File: config.mk
export PLATFORM = sky130hd
export DESIGN_NAME = dmem_arbiter
export DESIGN_NICKNAME = d
export VERILOG_FILES = /design/src/rtl/dmem_arbiter.sv
export SDC_FILE = /design/constraint.sdc
export NUM_CORES = 1
export LEC_CHECK = 0
export ABC_AREA = 1
export BUFFER_PORTS_ARGS = -buffer_cell sky130_fd_sc_hd__buf_2
export CAP_MARGIN = 20
export CORE_AREA = 2 2 164 166
export DETAILED_ROUTE_END_ITERATION = 8
export DIE_AREA = 0 0 166 168
export MAX_ROUTING_LAYER = met4
export PLACE_DENSITY = 0.61
export SYNTH_ARGS = -nofsm -noshare
export SYNTH_HDL_FRONTEND = slang
export SYNTH_SLANG_ARGS = --single-unit
File: constraint.sdc
create_clock -name clk -period 1.8 [get_ports clk]
set_input_delay 0.36 -clock clk [delete_from_list [all_inputs] [get_ports clk]]
set_output_delay 0.36 -clock clk [all_outputs]
set_load 0.01 [all_outputs]
File: src/rtl/dmem_arbiter.sv
// -----------------------------------------------------------------------------
// dmem_arbiter
// Collects single-outstanding load/store requests from NUM_LSU LSU lanes,
// round-robin arbitrates them onto one data-memory port and routes each
// response back to the lane that issued it. Only one transaction is in flight
// at a time (IDLE -> ISSUE -> WAIT -> RESPOND -> IDLE).
//
// Optional feature macro: DMEM_ARB_PERF_EN
//   When defined, adds the stall_cycles output. It counts cycles in which some
//   requesting lane is not the currently granted lane, and saturates at all-ones.
//   When undefined, the port and its counter do not exist.
//
// Ports
//   clk             clock
//   reset           asynchronous, active-low reset
//   lsu_valid       per-lane request, held until that lane's response pulse
//   lsu_addr        per-lane address, lane i at [i*ADDR_W +: ADDR_W]
//   lsu_data        per-lane store data
//   lsu_we          per-lane byte write-enables (all zero = load)
//   lsu_resp_ready  one-hot single-cycle response pulse
//   lsu_resp_data   response data, held until the next response
//   mem_req_valid   request to memory
//   mem_req_ready   memory accepts the request
//   mem_req_addr    granted address
//   mem_req_data    granted store data
//   mem_req_we      granted byte enables
//   mem_rsp_valid   memory response strobe
//   mem_rsp_data    memory response data
//   stall_cycles    waiting-cycle counter (DMEM_ARB_PERF_EN only)
// -----------------------------------------------------------------------------
module dmem_arbiter #(
    parameter int NUM_LSU              = 4,
    parameter int ADDR_W               = 32,
    parameter int DATA_W               = 32,
    parameter int CACHE_LINE_BYTE_SIZE = 4
) (
    input  logic                                    clk,
    input  logic                                    reset,
    input  logic [NUM_LSU-1:0]                      lsu_valid,
    input  logic [NUM_LSU*ADDR_W-1:0]               lsu_addr,
    input  logic [NUM_LSU*DATA_W-1:0]               lsu_data,
    input  logic [NUM_LSU*CACHE_LINE_BYTE_SIZE-1:0] lsu_we,
    output logic [NUM_LSU-1:0]                      lsu_resp_ready,
    output logic [DATA_W-1:0]                       lsu_resp_data,
    output logic                                    mem_req_valid,
    input  logic                                    mem_req_ready,
    output logic [ADDR_W-1:0]                       mem_req_addr,
    output logic [DATA_W-1:0]                       mem_req_data,
    output logic [CACHE_LINE_BYTE_SIZE-1:0]         mem_req_we,
    input  logic                                    mem_rsp_valid,
    input  logic [DATA_W-1:0]                       mem_rsp_data
`ifdef DMEM_ARB_PERF_EN
    ,
    output logic [31:0]                             stall_cycles
`endif
);

    localparam int IDX_W = $clog2(NUM_LSU);
    localparam int BE_W  = CACHE_LINE_BYTE_SIZE;

    typedef enum logic [1:0] {
        ST_IDLE    = 2'd0,
        ST_ISSUE   = 2'd1,
        ST_WAIT    = 2'd2,
        ST_RESPOND = 2'd3
    } state_t;

    state_t                 state_r;
    state_t                 state_nx_s;
    logic [IDX_W-1:0]       rr_ptr_r;
    logic [IDX_W-1:0]       rr_ptr_nx_s;
    logic [IDX_W-1:0]       grant_r;
    logic [IDX_W-1:0]       grant_nx_s;
    logic [IDX_W-1:0]       pick_s;
    logic                   any_req_s;

    logic [NUM_LSU-1:0]     resp_ready_nx_s;
    logic [DATA_W-1:0]      resp_data_nx_s;
    logic                   req_valid_nx_s;
    logic [ADDR_W-1:0]      req_addr_nx_s;
    logic [DATA_W-1:0]      req_data_nx_s;
    logic [BE_W-1:0]        req_we_nx_s;

    // First requesting lane at or above ptr, wrapping modulo NUM_LSU.
    // With no request the result is ptr, which is never used.
    function automatic logic [IDX_W-1:0] pick_lane(input logic [NUM_LSU-1:0] req,
                                                   input logic [IDX_W-1:0]   ptr);
        logic [IDX_W-1:0] sel;
        logic [IDX_W-1:0] cand;
        logic             found;
        int               idx;
        sel   = ptr;
        found = 1'b0;
        for (int k = 0; k < NUM_LSU; k++) begin
            idx  = (int'(ptr) + k) % NUM_LSU;
            cand = IDX_W'(idx);
            if (!found && req[cand]) begin
                sel   = cand;
                found = 1'b1;
            end else begin
                sel   = sel;
                found = found;
            end
        end
        return sel;
    endfunction

    // One-hot vector with only bit g set.
    function automatic logic [NUM_LSU-1:0] lane_onehot(input logic [IDX_W-1:0] g);
        logic [NUM_LSU-1:0] oh;
        oh    = {NUM_LSU{1'b0}};
        oh[g] = 1'b1;
        return oh;
    endfunction

    // Lane after g, wrapping at NUM_LSU (NUM_LSU need not be a power of two).
    function automatic logic [IDX_W-1:0] next_lane(input logic [IDX_W-1:0] g);
        logic [IDX_W-1:0] n;
        if (g == IDX_W'(NUM_LSU - 1)) begin
            n = {IDX_W{1'b0}};
        end else begin
            n = g + IDX_W'(1'b1);
        end
        return n;
    endfunction

    // Round-robin candidate for the current cycle.
    always_comb begin
        pick_s    = pick_lane(lsu_valid, rr_ptr_r);
        any_req_s = |lsu_valid;
    end

    // FSM state register.
    always_ff @(posedge clk or negedge reset) begin
        if (!reset) begin
            state_r <= ST_IDLE;
        end else begin
            state_r <= state_nx_s;
        end
    end

    // FSM next-state logic.
    always_comb begin
        state_nx_s = state_r;
        case (state_r)
            ST_IDLE: begin
                if (any_req_s) begin
                    state_nx_s = ST_ISSUE;
                end else begin
                    state_nx_s = ST_IDLE;
                end
            end
            ST_ISSUE: begin
                if (mem_req_ready) begin
                    state_nx_s = ST_WAIT;
                end else begin
                    state_nx_s = ST_ISSUE;
                end
            end
            ST_WAIT: begin
                if (mem_rsp_valid) begin
                    state_nx_s = ST_RESPOND;
                end else begin
                    state_nx_s = ST_WAIT;
                end
            end
            ST_RESPOND: begin
                state_nx_s = ST_IDLE;
            end
            default: begin
                state_nx_s = ST_IDLE;
            end
        endcase
    end

    // FSM output logic: next values of the registered outputs and of the
    // grant / round-robin bookkeeping. Everything holds unless a state acts.
    always_comb begin
        resp_ready_nx_s = {NUM_LSU{1'b0}};
        resp_data_nx_s  = lsu_resp_data;
        req_valid_nx_s  = mem_req_valid;
        req_addr_nx_s   = mem_req_addr;
        req_data_nx_s   = mem_req_data;
        req_we_nx_s     = mem_req_we;
        grant_nx_s      = grant_r;
        rr_ptr_nx_s     = rr_ptr_r;
        case (state_r)
            ST_IDLE: begin
                if (any_req_s) begin
                    // Capture the winner's request; later lane changes cannot
                    // disturb the transaction from here on.
                    grant_nx_s     = pick_s;
                    req_valid_nx_s = 1'b1;
                    req_addr_nx_s  = lsu_addr[pick_s*ADDR_W +: ADDR_W];
                    req_data_nx_s  = lsu_data[pick_s*DATA_W +: DATA_W];
                    req_we_nx_s    = lsu_we[pick_s*BE_W +: BE_W];
                end else begin
                    req_valid_nx_s = 1'b0;
                end
            end
            ST_ISSUE: begin
                if (mem_req_ready) begin
                    req_valid_nx_s = 1'b0;
                end else begin
                    req_valid_nx_s = 1'b1;
                end
            end
            ST_WAIT: begin
                if (mem_rsp_valid) begin
                    resp_data_nx_s  = mem_rsp_data;
                    resp_ready_nx_s = lane_onehot(grant_r);
                end else begin
                    resp_ready_nx_s = {NUM_LSU{1'b0}};
                end
            end
            ST_RESPOND: begin
                // Pointer moves past the lane just served, which bounds the
                // wait of any continuously requesting lane.
                rr_ptr_nx_s = next_lane(grant_r);
            end
            default: begin
                req_valid_nx_s = 1'b0;
            end
        endcase
    end

    // Output and bookkeeping registers.
    always_ff @(posedge clk or negedge reset) begin
        if (!reset) begin
            lsu_resp_ready <= {NUM_LSU{1'b0}};
            lsu_resp_data  <= {DATA_W{1'b0}};
            mem_req_valid  <= 1'b0;
            mem_req_addr   <= {ADDR_W{1'b0}};
            mem_req_data   <= {DATA_W{1'b0}};
            mem_req_we     <= {BE_W{1'b0}};
            grant_r        <= {IDX_W{1'b0}};
            rr_ptr_r       <= {IDX_W{1'b0}};
        end else begin
            lsu_resp_ready <= resp_ready_nx_s;
            lsu_resp_data  <= resp_data_nx_s;
            mem_req_valid  <= req_valid_nx_s;
            mem_req_addr   <= req_addr_nx_s;
            mem_req_data   <= req_data_nx_s;
            mem_req_we     <= req_we_nx_s;
            grant_r        <= grant_nx_s;
            rr_ptr_r       <= rr_ptr_nx_s;
        end
    end

`ifdef DMEM_ARB_PERF_EN
    logic [NUM_LSU-1:0] granted_oh_s;
    logic               stall_hit_s;

    // Lane owning the port this cycle: the lane being granted while IDLE,
    // otherwise the latched grant.
    always_comb begin
        if (state_r == ST_IDLE) begin
            granted_oh_s = lane_onehot(pick_s);
        end else begin
            granted_oh_s = lane_onehot(grant_r);
        end
        stall_hit_s = |(lsu_valid & ~granted_oh_s);
    end

    // Saturating count of cycles with at least one waiting lane.
    always_ff @(posedge clk or negedge reset) begin
        if (!reset) begin
            stall_cycles <= 32'd0;
        end else if (stall_hit_s && (stall_cycles != 32'hFFFF_FFFF)) begin
            stall_cycles <= stall_cycles + 32'd1;
        end else begin
            stall_cycles <= stall_cycles;
        end
    end
`endif

endmodule

[Yosys cells after proc, flatten, opt, wreduce, memory -nomap -nowiden]
Cells that the tools add are included.
Storage, ports and cells
  register bits: 111
  input bits: 312
  output and inout port bits: 105
  logic and storage cells: 64
Operators by class
  add/subtract/negate cells: 4
  magnitude comparators: 6
  equal/unequal tests: 4
  shifts and indexed selects: 3
  muxes and demuxes: 26
  reductions and logical operators: 12
Operator list (number)
  128-bit by 8-bit indexed part select with 32-bit output: 2
  16-bit by 5-bit indexed part select with 4-bit output: 1
  2-bit by 3-bit < comparator with 1-bit output (second input constant): 5
  1-bit two-way mux: 12
  2-bit two-way mux: 5
  1-bit binary-select mux with 2-bit select: 4
  4-bit two-way mux: 2
  2-bit one-hot mux with 4 select lines: 1
  2-bit equality test (second input constant): 3
  2-bit by 1-bit adder with 2-bit output (second input constant): 2
  2-bit adder (second input constant): 2
  1-bit logical AND: 4
  2-bit AND reduction: 2
  4-bit OR reduction: 1
  1-bit logical NOT: 3
  1-bit demux with 2-bit select: 1
  2-bit by 1-bit equality test with 1-bit output (second input constant): 1
  2-bit by 1-bit >= comparator with 1-bit output (second input constant): 1
  2-bit logical NOT: 1
  1-bit one-hot mux with 2 select lines: 1
  2-bit nonzero test: 1

[Longest topological paths before layout]
Gate-level depths: netlist (run 1).
  depth in word-level cells: 13
  depth in mapped cells: 18
  gate-level depth less buffers: 16

[Least setup slack after synthesis (run 1)]
OpenSTA, ideal clock, no wires.
  path kind: register to register
  from: register rr_ptr_r[0]
  to: register mem_req_data[6]
  library setup time: 0.118 ns
  data arrival time: 1.761 ns
  required time: 1.682 ns
  slack: -0.079 ns
  cell stages (with the launch flop): 15
  path buffers: 4
  period minus slack after synthesis: 1.879 ns
  cells stage by stage: dfrtp_1 -> buf_4 -> nand2_1 -> nand3_1 -> nand2_2 -> inv_2 -> nor2_4 -> nand3_1 -> buf_4 -> buf_6 -> buf_4 -> nand3_1 -> nand3_1 -> nand3_1 -> nand2_1
On the way
  cells in the longest elaborated chain, start to end: 13
  elaborated cells between the ends (all ways): 24
  classes of those cells: 3 x add/sub; 1 x shift; 14 x mux; 6 x reduce/logical
RTL lines
  start, declared: line 70  | logic [IDX_W-1:0] rr_ptr_r;
  start signal, assigned: line 237  | rr_ptr_r <= {IDX_W{1'b0}};
  start signal, assigned: line 246  | rr_ptr_r <= rr_ptr_nx_s;
  parallel branches: the longest is 11 deep, another holds 2-bit by 1-bit adder with 2-bit output
  2-bit two-way mux *: line 97  | if (!found && req[cand]) begin
  128-bit by 8-bit indexed part select with 32-bit output *: line 195  | req_data_nx_s = lsu_data[pick_s*DATA_W +: DATA_W];
  end signal, assigned: line 234  | mem_req_data <= {DATA_W{1'b0}};
  end signal, assigned: line 243  | mem_req_data <= req_data_nx_s;
  end, declared: line 48  | output logic [DATA_W-1:0] mem_req_data,
Every way passes the cells marked *. The select of a mux whose other input is x is not followed.
A chain may end at the register's enable or synchronous reset.

[Final worst setup path (run 1)]
  from: register rr_ptr_r[0]
  to: register mem_req_data[1]
Same word-level chain as after synthesis.

==> reports/results.ini, run 1 <==
[synthesis]
synth_cells = 1094
synthFlopType = dfrtp_1
syn_area_per_cell_sq_um = 6.788
synthArstFlopShare_pct = 100.0
yosys.cell_types.count = 25
synth_top_area_cell = dfrtp_1
synth-edff-count = 0
ys_ff_latch = 111
post-synth-top-area-fraction_pct = 37.41
syn_nets = 1410
netlist_area_sq_um = 7426
yosys-top-cells-area = dfrtp_1 (37%), nand2_1 (28%), nand3_1 (12%)
ys.warnings.count = 0
ys_seq_area_share_pct = 37.41

[clocking]
cts_max_level = 3
cts-root-buf = clkbuf_16
numCtsBuffers = 9
clk_pin_slew_ns = 0.09
clock-sinks = 111
cts_buffer_depth = 2
clk_latency_ns = 0.37
cts_tree = done

[routing]
dr.pass1.iters = 5
vias = 9036
dr_wl_met2_um = 14700
dr.max_layer_used = met4
drt-met1-wl_um = 13340
ant_nets = 0
drt-initial-drc-count = 766
drc = 0
wire_per_inst_um = 16.54
viasPerCell = 4.778
wl_met3_um = 2363
wl_um = 31280

[power]
irDropWorstVdd_mv = 1.239
leakage_nw = 6.725
power.density_nw_per_um2 = 2335

[final_layout]
fin_nets = 1858
final_util_pct = 44.24
fill_cells = 2662
drive_gt1_share_pct = 40.98
multi_input_area_sq_um = 4237
fin_area_sq_um = 11660
syn_to_final_growth_pct = 56.98
ff_latch_area_sq_um = 2780

[timing]
grt_setup_unrepaired = true
timing.final.crit_share_pct = 121.1
period_needed_ns = 2.180
drv_slew = 0
timing.fmax_mhz = 458.7
hold_viol = 0
worstMarginPinSlew_ns = 0.5473
setup_violations = 69
finalWorstSetupSlack_ns = -0.3801
setup-tns-final_ns = -21.97
slew_headroom_pct = 63.32
skew_ns = 0.01400

[run_status]
violations = setup timing
status = finished, violations left

[place]
place_congestion = 0.8791
dpl_cell_area_sq_um = 10190
port_buffers = 416
hpwl_um = 20690

[global_routing]
grt_max_degree = 63
grt_use_total_pct = 20.97
antenna_found_initial = 3
grt_pass1_vias = 8219
grt_overflow_total = 0
grt_first_pass_wirelength_um = 44900

[setup_path]
crit_path_start_kind = flip-flop
cp_num_buf_inv = 4
cp.required_ns = 2.06
slowest_stage = dfrtp_2
path_max_fanout = 6
endpoint_kind = flip-flop
critPathArrivalTime_ns = 2.44
slowest_delay_ns = 0.47
crit_top_cell = nand2_1
path_delay_family = simple AND/OR/NAND/NOR gates
ff2ff_setup_slack_ns = -0.38
crit_type = flip-flop to flip-flop
rr_worst_depth = 16
crit_chain = buf_6 -> nand2_1 -> nand2_2 -> nand2_2 -> nand2_4 -> nor2_4 -> nand2_4 -> nand2_8 -> buf_12 -> buf_8 -> clkbuf_16 -> nand3b_1 -> nand2_1 -> nand2_1 -> nand3_1 -> nand2_1
cp.depth = 16

[floorplanning]
coreArea_sq_um = 26350
die-area_sq_um = 27890
die_w_um = 166
start_util_pct = 28.18
ios = 417
rows = 60
die_y_um = 168

[worst_hold_path]
hp-class = input port to flip-flop
worstHoldPathCells = 2

[flow_run]
cap_violations = 0

## where the power goes
part	internal [mW]	switching, mW
Clock	1.00	1.12
Sequential	3.78	0.660
Combinational	9.32	11.3
## layer usage
layer	vias up	global-route usage [%]
li1	4375	-
met4	0	8.091
met5	-	-
met2	463	33.79
met1	4144	26.41
met3	54	3.573
## state kept, by name (all words and copies together) (netlist names), named ones only
signal and cells:
grant_r 2, mem_req_addr 32, rr_ptr_r 2, mem_req_data 32, lsu_resp_ready 4, lsu_resp_data 32
mem_req_valid 1, mem_req_we 4, state_r 1
## cells in the mapped netlist (3+ instances only)
library cell	instances
ha_1	4
inv_2	6
nand2_2	5
nand3_2	11
clkbuf_1	15
inv_1	55
nand2_1	550
buf_4	12
buf_6	10
dfrtp_1	111
buf_2	33
o21ai_0	3
nand3b_1	46
buf_1	6
mux2_2	32
nand3_1	181
nor2_1	6
## cells by family after synthesis
logic type	after synthesis	share of synthesized area, %
AOI/OAI and AO/OA	6	0.4549
adders and majority gates	4	0.6740
buffers and inverters	138	9.301
DFF	111	37.41
muxes	32	4.853
and+or+nand+nor	803	47.31
## layout by cell type (no fill, tap or decap), types with 2 or more instances in the layout
cell | synthesis | routed
diode_2 | 0 | 3
nand2_8 | 0 | 2
inv_2 | 6 | 3
clkbuf_16 | 0 | 16
nand2_4 | 1 | 11
o21ai_2 | 0 | 2
nand2_2 | 5 | 18
bufbuf_16 | 0 | 3
nor2_1 | 6 | 6
nand3b_1 | 46 | 46
inv_6 | 0 | 2
nand3_2 | 11 | 28
nand3_1 | 181 | 161
dfrtp_1 | 111 | 109
buf_2 | 33 | 415
inv_1 | 55 | 55
clkinv_8 | 0 | 4
dfrtp_2 | 0 | 2
nand2_1 | 550 | 526
buf_6 | 10 | 12
buf_16 | 0 | 13
clkinv_4 | 0 | 2
buf_4 | 12 | 35
mux2_2 | 32 | 32
nand3_4 | 0 | 3
buf_8 | 1 | 2
buf_12 | 0 | 25
ha_1 | 4 | 4
## metrics by stage
step	power (mW)	std cells	worst slack, ns	hold slack (ns)
floorplan	14.63	1094	0.006343	0.06441
global placement	19.84	1827	-0.3510	0.1839
detailed placement	19.95	1827	-0.3430	0.1843
CTS	25.36	1872	-0.3232	0.2011
global route	29.42	1891	-0.4985	0.2058
finish	27.22	1891	-0.3801	0.2228
## final cells by class
cell class | count | area share (%)
multi-input combinational | 846 | 36.34
timing repair buffer | 513 | 31.28
sequential | 111 | 23.85
tap | 341 | 3.660
inverter | 61 | 2.136
clock buffer | 9 | 1.932
clock inverter | 7 | 0.7406
antenna | 3 | 0.06440
## worst paths after layout
path,startpoint,end
worst max-delay path,rr_ptr_r[0],mem_req_data[1]
worst min-delay path,mem_rsp_data[27],lsu_resp_data[27]
worst max register to register,rr_ptr_r[0],mem_req_data[1]
worst min register to register,mem_req_data[19],mem_req_data[19]
max in group asynchronous,reset,rr_ptr_r[0]
min in group asynchronous,reset,mem_req_data[16]
## repair_timing
item,4_1_cts,5_1_grt
pin swaps,17,6
setup endpoints to repair,69,70
gates cloned,11,10
endpoints found under the hold margin,3,0
hold buffers,1,0
buffers inserted,17,6
gates resized for setup,72,23
No activity file was read; power rests on OpenSTA's default activity.
==> run 2: changes to the inputs <==
--- a/config.mk
+++ b/config.mk
@@ -11,8 +11,10 @@
 export CORE_AREA = 2 2 164 166
 export DETAILED_ROUTE_END_ITERATION = 8
 export DIE_AREA = 0 0 166 168
+export GPL_ROUTABILITY_DRIVEN = 0
 export MAX_ROUTING_LAYER = met4
 export PLACE_DENSITY = 0.61
+export RECOVER_POWER = 100
 export SYNTH_ARGS = -nofsm -noshare
 export SYNTH_HDL_FRONTEND = slang
 export SYNTH_SLANG_ARGS = --single-unit
==> run 2 against run 1 <==
Net effect: the flow still finishes with violations (setup timing); power decreased by 1.2%; first-iteration DRC count grew 15%; final cell count unchanged; worst setup slack worse by 0.0024 ns; die area is the same.
==> reports/results.ini, run 2 (synthesized netlist as in run 1, its figures left out) <==
[timing]
timing.fmax_mhz = 458.2
whs_ns = 0.2230
finalWorstSetupSlack_ns = -0.3825
setup_violations = 70
period_needed_ns = 2.182
slew_headroom_pct = 43.21
hold_viol = 0
grt_setup_unrepaired = true
worstMarginPinSlew_ns = 0.8518
drv_slew = 0
timing.final.crit_share_pct = 121.2
skew_ns = 0.01384

[power]
p_seq_share_pct = 16.6
leakage_nw = 6.372
swShare_pct = 48.85
irDropWorstVdd_mv = 1.245
p_int_mw = 13.75
switchingPower_mw = 13.14
p_total_mw = 26.89
power.density_nw_per_um2 = 2343
p_comb_share_pct = 75.5
p_clk_share_pct = 7.8

[clocking]
cts-root-buf = clkbuf_16
clock-sinks = 111
numCtsBuffers = 9
cts_buffer_depth = 2
cts_max_level = 3
clk_latency_ns = 0.36
cts_tree = done
clk_pin_slew_ns = 0.09

[routing]
drc = 0
wire_per_inst_um = 16.61
ant_nets = 0
vias = 8998
viasPerCell = 4.758
wl_um = 31400
dr.pass1.iters = 5
drt-initial-drc-count = 881

[setup_path]
cp.required_ns = 2.11
crit_path_start_kind = flip-flop
cp_num_buf_inv = 4
critPathArrivalTime_ns = 2.49
crit_type = flip-flop to flip-flop
path_delay_family = simple AND/OR/NAND/NOR gates
endpoint_kind = flip-flop
path_max_fanout = 10
slowest_delay_ns = 0.45
slowest_stage = dfrtp_2
crit_top_cell = nand2_4
crit_chain = clkinv_4 -> nand2_4 -> nand3_2 -> nand2_4 -> buf_12 -> nand3_4 -> nand3_1 -> nand3_2 -> nand2_4 -> clkinv_8 -> bufbuf_16 -> nand2_1 -> nand3_1 -> nand2_1

[place]
dpl_cell_area_sq_um = 10190
port_buffers = 416
pre_cts_slack_ns = -0.3430
hpwl_um = 20690

[final_layout]
layout_common_cells = nand2_1 (526), buf_2 (310), nand3_1 (161)
drive_gt1_share_pct = 34.00
final_util_pct = 43.56
final_common_cell = nand2_1
fin_nets = 1858
syn_to_final_growth_pct = 54.56
fill_cells = 2720
reg.largest.list = lsu_resp_data x32, mem_req_addr x32, mem_req_data x32
fin_area_sq_um = 11480

[global_routing]
grt_use_total_pct = 20.97
grt_overflow_total = 0
grt_max_degree = 63
grt_first_pass_wirelength_um = 44900
grt_pass1_vias = 8219
antenna_found_initial = 3

[worst_hold_path]
hp-class = input port to flip-flop

[run_status]
status = finished, violations left
violations = setup timing

[floorplanning]
die-area_sq_um = 27890
start_util_pct = 28.18
ios = 417
rows = 60
die_w_um = 166
coreArea_sq_um = 26350
die_y_um = 168

[flow_run]
cap_violations = 0

-- run 2: repair_timing --
item | 4_1_cts | 5_1_grt
buffers inserted | 17 | 6
cloned | 11 | 10
gates resized for setup | 72 | 23
endpoints found under the setup margin | 69 | 70
pin swaps | 17 | 6
hold endpoints to repair | 3 | 0
hold buffers | 1 | 0
-- run 2: cell type report --
| class | count | area (sq um) | area share, % |
|---|---|---|---|
| Tap cell | 341 | 426.7 | 3.717 |
| Antenna cell | 3 | 7.507 | 0.06541 |
| Multi-Input combinational cell | 846 | 4237 | 36.91 |
| Sequential cell | 111 | 2780 | 24.22 |
| Clock buffer | 9 | 225.2 | 1.962 |
| Inverter | 61 | 249.0 | 2.169 |
| Clock inverter | 7 | 86.33 | 0.7522 |
| Timing Repair Buffer | 513 | 3466 | 30.20 |
-- run 2: through the flow --
step	cells	setup TNS, ns
floorplan	1094	0
global placement	1827	-18.40
detailed placement	1827	-19.07
CTS	1872	-19.16
global route	1891	-30.47
finish	1891	-22.06
-- run 2: worst paths after layout --
check / start / endpoint / slack (ns) / cells after the start
setup reg to reg: rr_ptr_r[0] / mem_req_data[5] / -0.38 / 14
setup / recovery: rr_ptr_r[0] / mem_req_data[5] / -0.38 / 14
hold / removal: mem_rsp_data[27] / lsu_resp_data[27] / 0.22 / 2
max in group asynchronous: reset / rr_ptr_r[0] / 0.21 / 3
min in group asynchronous: reset / mem_req_data[16] / 0.37 / 2
hold reg to reg: mem_req_data[19] / mem_req_data[19] / 0.48 / 2
-- run 2: metal layers --
metal | global-route usage [%] | vias up | routed length (um)
li1 | - | 4373 | -
met5 | - | - | 0
met1 | 26.41 | 4118 | 13460
met2 | 33.79 | 447 | 14670
met3 | 3.573 | 60 | 2366
met4 | 8.091 | 0 | 898
-- run 2: power by group through the flow --
stage / combinational [mW] / clock [mW] / sequential, mW
2_1_floorplan: 9.66 / 0 / 4.97
3_3_place_gp: 15.4 / 0 / 4.42
3_5_place_dp: 15.5 / 0 / 4.44
4_1_cts: 18.7 / 2.21 / 4.43
5_1_grt: 22.2 / 2.29 / 4.64
6_report: 20.3 / 2.11 / 4.48
==> run 3: changes to the inputs <==
--- a/config.mk
+++ b/config.mk
@@ -14,7 +14,7 @@
 export GPL_ROUTABILITY_DRIVEN = 0
 export MAX_ROUTING_LAYER = met4
 export PLACE_DENSITY = 0.61
-export RECOVER_POWER = 100
+export RECOVER_POWER = 25
 export SYNTH_ARGS = -nofsm -noshare
 export SYNTH_HDL_FRONTEND = slang
 export SYNTH_SLANG_ARGS = --single-unit
==> run 3 against run 2 <==
Net effect: the run still ends with setup timing left; critical path depth increased by 2; die area unchanged; worst setup slack about the same; clock-buffer cell count unchanged; wire length decreased by 0.26%; combinational power about the same; critical path type unchanged; largest power group unchanged.
==> reports/results.ini, run 3 (synthesized netlist as in run 1, its figures left out) <==
[global_routing]
grt_use_total_pct = 20.97
grt_overflow_total = 0
grt_first_pass_wirelength_um = 44900
grt_pass1_vias = 8219
antenna_found_initial = 3
grt_max_degree = 63

[clocking]
cts-root-buf = clkbuf_16
clock-sinks = 111
clk_latency_ns = 0.36
cts_buffer_depth = 2
cts_tree = done
numCtsBuffers = 9
cts_max_level = 3
clk_pin_slew_ns = 0.09

[routing]
drt-initial-drc-count = 697
ant_nets = 0
dr.pass1.iters = 5
wire_per_inst_um = 16.56
drc = 0
vias = 9016
viasPerCell = 4.768
wl_um = 31320

[setup_path]
r2r-end = mem_req_data[1]
critPathArrivalTime_ns = 2.44
cp_num_buf_inv = 4
ff2ff_setup_slack_ns = -0.38
slowest_stage = dfrtp_2
crit_chain = buf_6 -> nand2_1 -> nand2_2 -> nand2_2 -> nand2_4 -> nor2_4 -> nand2_4 -> nand2_8 -> buf_12 -> buf_8 -> clkbuf_16 -> nand3b_1 -> nand2_1 -> nand2_1 -> nand3_1 -> nand2_1
crit_type = flip-flop to flip-flop
path_delay_family = simple AND/OR/NAND/NOR gates
endpoint_kind = flip-flop
reg2reg_from = rr_ptr_r[0]
cp.required_ns = 2.06
crit_top_cell = nand2_1
slowest_delay_ns = 0.47
rr_worst_depth = 16
crit_path_start_kind = flip-flop
path_max_fanout = 6

[floorplanning]
rows = 60
ios = 417
coreArea_sq_um = 26350
die_w_um = 166
start_util_pct = 28.18
die_y_um = 168
die-area_sq_um = 27890

[final_layout]
reg.largest.list = lsu_resp_data x32, mem_req_addr x32, mem_req_data x32
syn_to_final_growth_pct = 56.60
drive_gt1_share_pct = 40.92
final_common_cell = nand2_1
fill_cells = 2665
layout_common_cells = nand2_1 (526), buf_2 (415), nand3_1 (161)
fin_nets = 1858
final_util_pct = 44.13

[power]
p_total_mw = 27.20
leakage_nw = 6.712
power.density_nw_per_um2 = 2339
irDropWorstVdd_mv = 1.239

[flow_run]
cap_violations = 0

[worst_hold_path]
hold_end = lsu_resp_data[27]
hp-class = input port to flip-flop
hp-start = mem_rsp_data[27]
worstHoldPathCells = 2

[timing]
worstMarginPinSlew_ns = 0.8584
slew_headroom_pct = 42.77
setup-tns-final_ns = -22.00
drv_slew = 0
timing.fmax_mhz = 458.2
finalWorstSetupSlack_ns = -0.3825
skew_ns = 0.01358
setup_violations = 69
timing.final.crit_share_pct = 121.3
period_needed_ns = 2.183
grt_setup_unrepaired = true
hold_viol = 0

[run_status]
status = finished, violations left
violations = setup timing

[place]
hpwl_um = 20690
port_buffers = 416

run 3: changes by cell type in the layout (fill, tap and decap cells not counted), sizes merged:
cell and delta:
buf +108, clkbuf -108
run 3: worst max path at each step:
stage	start	end	slack (ns)	cells past startpoint
6_report	rr_ptr_r[0]	mem_req_data[1]	-0.38	16
3_3_place_gp	rr_ptr_r[1]	mem_req_addr[11]	-0.35	15
3_5_place_dp	rr_ptr_r[1]	mem_req_data[25]	-0.34	14
5_1_grt	rr_ptr_r[0]	mem_req_data[5]	-0.50	14
2_1_floorplan	rr_ptr_r[0]	mem_req_addr[20]	0.006	14
4_1_cts	rr_ptr_r[0]	mem_req_data[25]	-0.32	16
run 3: power breakdown:
group / switching, mW / internal (mW) / leakage, nW
clock network: 1.12 / 1.00 / 0.151
logic: 11.3 / 9.31 / 5.21
registers: 0.659 / 3.77 / 1.35
total: 13.1 / 14.1 / 6.71
run 3: through the flow:
stage	setup WS (ns)	instances	cell area (sq um)	hold slack [ns]
finish	-0.3825	1891	11630	0.2215
global route	-0.4985	1891	11630	0.2058
CTS	-0.3232	1872	11260	0.2011
detailed placement	-0.3430	1827	10190	0.1843
global placement	-0.3510	1827	10190	0.1839
floorplan	0.006343	1094	7470	0.06441
run 3: cell type report:
| class | instances | area [sq um] | area share [%] |
|---|---|---|---|
| Clock buffer | 9 | 225.2 | 1.937 |
| Antenna cell | 3 | 7.507 | 0.06456 |
| Multi-Input combinational cell | 846 | 4237 | 36.43 |
| Tap cell | 341 | 426.7 | 3.669 |
| Inverter | 61 | 249.0 | 2.141 |
| Timing Repair Buffer | 513 | 3617 | 31.11 |
| Clock inverter | 7 | 86.33 | 0.7424 |
| Sequential cell | 111 | 2780 | 23.91 |
run 3: per-layer routing:
metal  GRT usage (%)  share of wire, %  up-vias
li1                -                 -     4377
met1           26.41                43     4127
met2           33.79                47      460
met3           3.573               7.5       52
met4           8.091               2.8        0
met5               -                 0        -
run 3: worst reg2reg max path: cells and delay by family (launching register included):
family,cells,cell delay (ns)
simple gates,12,1.03
buf+inv,4,0.58
flops,1,0.47
run 3: what timing repair did:
action                                  CTS  global route
buffers inserted                         17             6
pin swaps                                17             6
gates resized for setup                  72            23
gates cloned                             11            10
hold buffers                              1             0
endpoints found under the setup margin   69            70
endpoints found under the hold margin     3             0
